### config.mk
export PLATFORM = sky130hd
export DESIGN_NAME = kw_pipe_elastic
export DESIGN_NICKNAME = d
export VERILOG_FILES = /design/src/rtl/kw_dp_pkg.sv /design/src/rtl/kw_pipe_elastic_stage.sv /design/src/rtl/kw_pipe_elastic.sv
export SDC_FILE = /design/constraint.sdc
export NUM_CORES = 1
export LEC_CHECK = 0
export CAP_MARGIN = 20
export CORE_MARGIN = 1.5
export CORE_UTILIZATION = 39
export CTS_CLUSTER_DIAMETER = 50
export DETAILED_ROUTE_END_ITERATION = 16
export PLACE_DENSITY = 0.67
export SLEW_MARGIN = 20
export SYNTH_ARGS = -nofsm -noshare
export SYNTH_HDL_FRONTEND = slang
export SYNTH_SLANG_ARGS = --single-unit
### constraint.sdc
create_clock -name clock -period 4 [get_ports clock]
set_input_delay 0.8 -clock clock [delete_from_list [all_inputs] [get_ports clock]]
set_output_delay 0.8 -clock clock [all_outputs]
set_load 0.05 [all_outputs]
### src/rtl/kw_dp_pkg.sv
// -----------------------------------------------------------------------------
// kw_dp_pkg
// Shared datapath-library helpers.
//   kw_cnt_w(depth) : width of an occupancy counter for a pipe of `depth`
//                     stages plus an optional one-entry skid buffer
//                     (values 0 .. depth+1).
// -----------------------------------------------------------------------------
package kw_dp_pkg;

  function automatic int kw_cnt_w(int depth);
    return $clog2(depth + 2);
  endfunction

endpackage

### src/rtl/kw_pipe_elastic_stage.sv
// -----------------------------------------------------------------------------
// kw_pipe_elastic_stage
// One valid/data stage of the elastic pipe. The stage loads whenever it is
// empty or its current beat moves on downstream, so bubbles collapse.
// Ports:
//   i_clk      : clock, rising edge
//   i_rst      : synchronous active-high reset (valid and data cleared)
//   i_flush    : synchronous clear of the valid bit (data kept)
//   i_src_v    : valid of the upstream source feeding this stage
//   i_src_d    : payload of the upstream source
//   i_adv_nxt  : downstream stage advances (or consumer ready, for the last)
//   o_v        : stage holds a beat
//   o_d        : stage payload
//   o_adv      : stage advances this cycle (empty or draining)
// -----------------------------------------------------------------------------
module kw_pipe_elastic_stage #(
  parameter int DATA_WIDTH = 8
) (
  input  logic                  i_clk,
  input  logic                  i_rst,
  input  logic                  i_flush,
  input  logic                  i_src_v,
  input  logic [DATA_WIDTH-1:0] i_src_d,
  input  logic                  i_adv_nxt,
  output logic                  o_v,
  output logic [DATA_WIDTH-1:0] o_d,
  output logic                  o_adv
);

  logic                  r_v;
  logic [DATA_WIDTH-1:0] r_d;

  assign o_adv = ~r_v | i_adv_nxt;

  always_ff @(posedge i_clk) begin
    if (i_rst) begin
      r_v <= 1'b0;
      r_d <= '0;
    end else begin
      if (i_flush)
        r_v <= 1'b0;
      else if (o_adv)
        r_v <= i_src_v;
      // Payload only moves with a real beat; bubbles and flushes leave it alone.
      if (!i_flush && o_adv && i_src_v)
        r_d <= i_src_d;
    end
  end

  assign o_v = r_v;
  assign o_d = r_d;

endmodule

### src/rtl/kw_pipe_elastic.sv
// -----------------------------------------------------------------------------
// kw_pipe_elastic
// Elastic pipeline register: DEPTH valid/data stages with valid/ready
// handshake, bubble collapsing, synchronous flush and occupancy count.
// SKID=1 adds a one-entry input skid buffer so in_ready comes from a flop.
// Ports:
//   clock      : sole clock, rising edge
//   reset      : synchronous active-high reset
//   flush      : synchronous clear of all valid bits
//   in_valid   : upstream beat present
//   in_ready   : block accepts the beat this cycle
//   in_data    : upstream payload
//   out_valid  : last stage holds a beat
//   out_ready  : downstream accepts this cycle
//   out_data   : payload of the last stage
//   count      : beats currently held (stages plus skid)
// -----------------------------------------------------------------------------
module kw_pipe_elastic
  import kw_dp_pkg::*;
#(
  parameter int DATA_WIDTH = 8,
  parameter int DEPTH      = 2,
  parameter int SKID       = 0
) (
  input  logic                          clock,
  input  logic                          reset,
  input  logic                          flush,
  input  logic                          in_valid,
  output logic                          in_ready,
  input  logic [DATA_WIDTH-1:0]         in_data,
  output logic                          out_valid,
  input  logic                          out_ready,
  output logic [DATA_WIDTH-1:0]         out_data,
  output logic [kw_cnt_w(DEPTH)-1:0]    count
);

  localparam int CW = kw_cnt_w(DEPTH);

  logic                  w_in_xfer;
  logic                  w_out_xfer;
  logic                  w_src_v;
  logic [DATA_WIDTH-1:0] w_src_d;
  logic                  w_adv0;
  logic                  w_last_v;
  logic [DATA_WIDTH-1:0] w_last_d;
  logic [CW-1:0]         r_count;

  // Each stage keeps its own nets so the adv chain is a plain combinational
  // path from the output back to stage 0.
  for (genvar i = 0; i < DEPTH; i++) begin : g_stage
    logic                  w_v_i;
    logic [DATA_WIDTH-1:0] w_d_i;
    logic                  w_adv_i;
    logic                  w_adv_nxt_i;
    logic                  w_src_v_i;
    logic [DATA_WIDTH-1:0] w_src_d_i;

    if (i == DEPTH - 1) begin : g_last
      assign w_adv_nxt_i = out_ready;
    end else begin : g_mid
      assign w_adv_nxt_i = g_stage[i+1].w_adv_i;
    end

    if (i == 0) begin : g_first
      assign w_src_v_i = w_src_v;
      assign w_src_d_i = w_src_d;
    end else begin : g_chain
      assign w_src_v_i = g_stage[i-1].w_v_i;
      assign w_src_d_i = g_stage[i-1].w_d_i;
    end

    kw_pipe_elastic_stage #(
      .DATA_WIDTH (DATA_WIDTH)
    ) u_stage (
      .i_clk     (clock),
      .i_rst     (reset),
      .i_flush   (flush),
      .i_src_v   (w_src_v_i),
      .i_src_d   (w_src_d_i),
      .i_adv_nxt (w_adv_nxt_i),
      .o_v       (w_v_i),
      .o_d       (w_d_i),
      .o_adv     (w_adv_i)
    );
  end

  assign w_adv0   = g_stage[0].w_adv_i;
  assign w_last_v = g_stage[DEPTH-1].w_v_i;
  assign w_last_d = g_stage[DEPTH-1].w_d_i;

  if (SKID != 0) begin : g_skid
    logic                  r_skid_v;
    logic [DATA_WIDTH-1:0] r_skid_d;

    always_ff @(posedge clock) begin
      if (reset) begin
        r_skid_v <= 1'b0;
        r_skid_d <= '0;
      end else if (flush) begin
        r_skid_v <= 1'b0;
      end else if (r_skid_v) begin
        // in_ready is low while parked, so no new beat can collide here.
        if (w_adv0)
          r_skid_v <= 1'b0;
      end else if (w_in_xfer && !w_adv0) begin
        r_skid_v <= 1'b1;
        r_skid_d <= in_data;
      end
    end

    assign in_ready = ~r_skid_v & ~flush & ~reset;
    // Parked beat is older than anything on in_data, so it goes first.
    assign w_src_v  = r_skid_v | w_in_xfer;
    assign w_src_d  = r_skid_v ? r_skid_d : in_data;
  end else begin : g_noskid
    assign in_ready = w_adv0 & ~flush & ~reset;
    assign w_src_v  = w_in_xfer;
    assign w_src_d  = in_data;
  end

  assign w_in_xfer  = in_valid & in_ready;
  assign out_valid  = w_last_v & ~reset;
  assign out_data   = reset ? '0 : w_last_d;
  assign w_out_xfer = out_valid & out_ready;

  always_ff @(posedge clock) begin
    if (reset || flush) begin
      r_count <= '0;
    end else begin
      case ({w_in_xfer, w_out_xfer})
        2'b10:   r_count <= r_count + CW'(1);
        2'b01:   r_count <= r_count - CW'(1);
        default: r_count <= r_count;
      endcase
    end
  end

  assign count = r_count;

`ifndef SYNTHESIS
  a_count_max: assert property (@(posedge clock) disable iff (reset)
    int'(count) <= DEPTH + SKID);

  a_no_in_flush: assert property (@(posedge clock)
    !(flush && in_valid && in_ready));

  a_out_stable: assert property (@(posedge clock) disable iff (reset)
    (out_valid && !out_ready) |=> $stable(out_data));
`endif

endmodule

==> results.md <==
- Iteration-0 DRC Markers: 9
- Vias per cell: 4.90
- DPL Wire Length: 1.26 mm
- P&R area growth vs syn: 31.6%
- Synth unique cells: 25
- Most frequent cells in the layout: clkdlybuf4s50_1 (24), dfxtp_1 (20), nor2b_1 (13)
- Hold_buf cts: 0
- Clock Latency Late Sink: 290 ps
- Residual DRC count: 0
- Hold Violations, Final: 0
- Worst vdd rail ir drop: 229 µV
- # H-tree levels: 1
- Setup TNS: 0 ps
- Dpl ws: 664 ps
- Slew @ Worst Pin: 495 ps
- I/O Pins: 25
- Crit Path Class: in -> out
- Post-route cell area: 1180 µm²
- WP data arrival: 2530 ps
- Fin crit period: 3330 ps
- Post-synthesis cell count: 92
- Status: finished clean
- Leading cell type in the layout, fill and taps excluded: clkdlybuf4s50_1
- Seq/Total Area, Yosys: 44.6%
- CORE AREA: 2190 µm²
- Antenna diode count: 0
- Initial Util: 41.0%
- Maximum fanout along the worst path: 11
- Largest net degree at the start of global routing: 19
- Total wire length: 1.68 mm
- PwrDens: 290 nW/µm²
- Post-synthesis average cell area: 9.76 µm²
- Die Wd: 51.0 µm
- GPL Wtd Cong: 0.777
- Hold WS: 481 ps
- Max stage delay on crit path: 830 ps
- Crit path required time: 3200 ps
- Clock root buffer: clkbuf_4
- Layout cells sized above 1: 12.9%
- Crit share post-route: 83.3%
- Overall routing resource usage: 14.0%
- Placed cell areas: 1160 µm²
- Final setup viols: 0
- Clock skew: 7.72 ps
- Hold Path Class: reg -> reg
- Initial antenna violation count: 0
- Post-CTS Setup Inserts: 0
- RSZ-0062 raised after global routing: false
- GR Overflow Total: 0
- Crit path top cell by count: clkdlybuf4s50_1
- Buf+Inv Stages, Crit Path: 2
- YS warnings: 0
- Final Max Tran Viols: 0
- CTS tree: built
- Port buffer count: 24
- Nets: 132
- Post_cts resized: 0
- Mapped Nets: 106
- Rel. slew slack: 66.9%
- Setup crit end kind: output port
- Critical path's top delay family: buffers and inverters
- FP Rows: 17
- Routed len/inst: 11.7 µm
- Layout Utilization: 54.0%
- # clock sinks: 20
- Number of global-route vias before repair: 626
- Syn Std Cell Area: 898 µm²
- CTS max path bufs: 2
- First-pass GRT wire length: 2.73 mm
- Initial DRT Pass Iterations: 4
- DRT antenna net count: 0
- Flops & latches, synth: 20
- Fmax: 300 MHz
- Max cap viols: 0
- LEAKAGE: 0.444 nW
- Num CTS Buffers: 3
- Startpoint Class: primary input
- Die height: 51.0 µm
- Die area: 2600 µm²
- Reg2reg setup slack: 2220 ps
- Clock Pin Slew Worst Setup and Hold Paths: 110 ps
- Via count: 705
- Slowest stage cell, crit path: clkdlybuf4s50_1
- Final WS setup: 669 ps
- CP cell instances: clkdlybuf4s50_1 -> nand2b_4 -> nor2_1 -> nor3_1 -> clkdlybuf4s50_1
==> cell type report <==
type / instances / area (µm²)
fillers: 209 / 1010
multi-input cells: 67 / 473
flip-flops and latches: 20 / 400
repair buffers: 25 / 248
well taps: 28 / 35.0
clock buffers: 3 / 22.5
inverters: 1 / 3.75
==> worst register-to-register path: stages, from the launching register on <==
cell,delay (ps)
dfxtp_1,400
nand2b_4,120
o211ai_4,350
ha_1,330
or3_1,350
a21boi_0,170
==> synth_stat cells, drive strengths merged <==
cell type	number	area (µm²)
a21boi	2	15.0
a21oi	8	40.0
and2	1	6.26
and2b	6	45.0
buf	3	16.3
clkbuf	1	5.00
dfxtp	20	400
ha	1	12.5
inv	1	3.75
mux2	8	90.1
nand2b	2	20.0
nand3	8	40.0
nor2	2	15.0
nor2b	13	81.3
nor3	2	10.0
o211ai	1	21.3
o21a	1	7.51
o21ai	9	45.0
or3	1	6.26
xnor2	1	8.76
xor2	1	8.76
==> where the power goes <==
group / switching, mW / internal (mW) / leakage, nW / total (mW)
combinational: 0.0192 / 0.0233 / 0.268 / 0.0425
sequential: 0.00334 / 0.205 / 0.163 / 0.208
clock: 0.0570 / 0.0350 / 0.0138 / 0.0920
==> sequential cells by signal, summed over array words and instances, names as in the netlist <==
signal / cells
count: 2
g_stage.u_stage.o_v: 2
g_stage.u_stage.o_d: 16
==> through the flow <==
step                      total power [mW]  cells
after floorplan                      0.235     92
after global placement               0.255    141
after detailed placement             0.256    141
after CTS                            0.348    144
after global routing                 0.360    144
final                                0.343    144
==> kinds of logic (layout without fill, tap and decap cells) <==
family / after synthesis / in the layout / synth area share [%]
compound gates: 21 / 21 / 14.3
xor+xnor: 2 / 2 / 1.95
fa+ha+maj: 1 / 1 / 1.39
buf+inv: 5 / 29 / 2.78
flops: 20 / 20 / 44.6
mux: 8 / 8 / 10.0
simple gates: 35 / 35 / 24.9
==> layer usage <==
metal | share of wire [%] | wire length (µm) | vias to the layer above | global-route usage, %
li1 | - | - | 367 | -
met2 | 50 | 843 | 18 | 22.7
met5 | 0 | 0 | - | 0
met4 | 0 | 0 | 0 | 6.76
met1 | 46 | 769 | 320 | 18.3
met3 | 3.9 | 65 | 0 | 1.75
==> worst paths after layout <==
path	from	end	depth (start not counted)
max	out_ready	in_ready	5
min	g_stage[0].u_stage.o_d[7]$_SDFFE_PP0P_	g_stage[1].u_stage.o_d[7]$_SDFFE_PP0P_	2
max reg2reg	g_stage[1].u_stage.o_v$_SDFFE_PP0P_	count[1]$_SDFFE_PP0P_	5
min reg2reg	g_stage[0].u_stage.o_d[7]$_SDFFE_PP0P_	g_stage[1].u_stage.o_d[7]$_SDFFE_PP0P_	2
(Power assumes the default switching activity.)
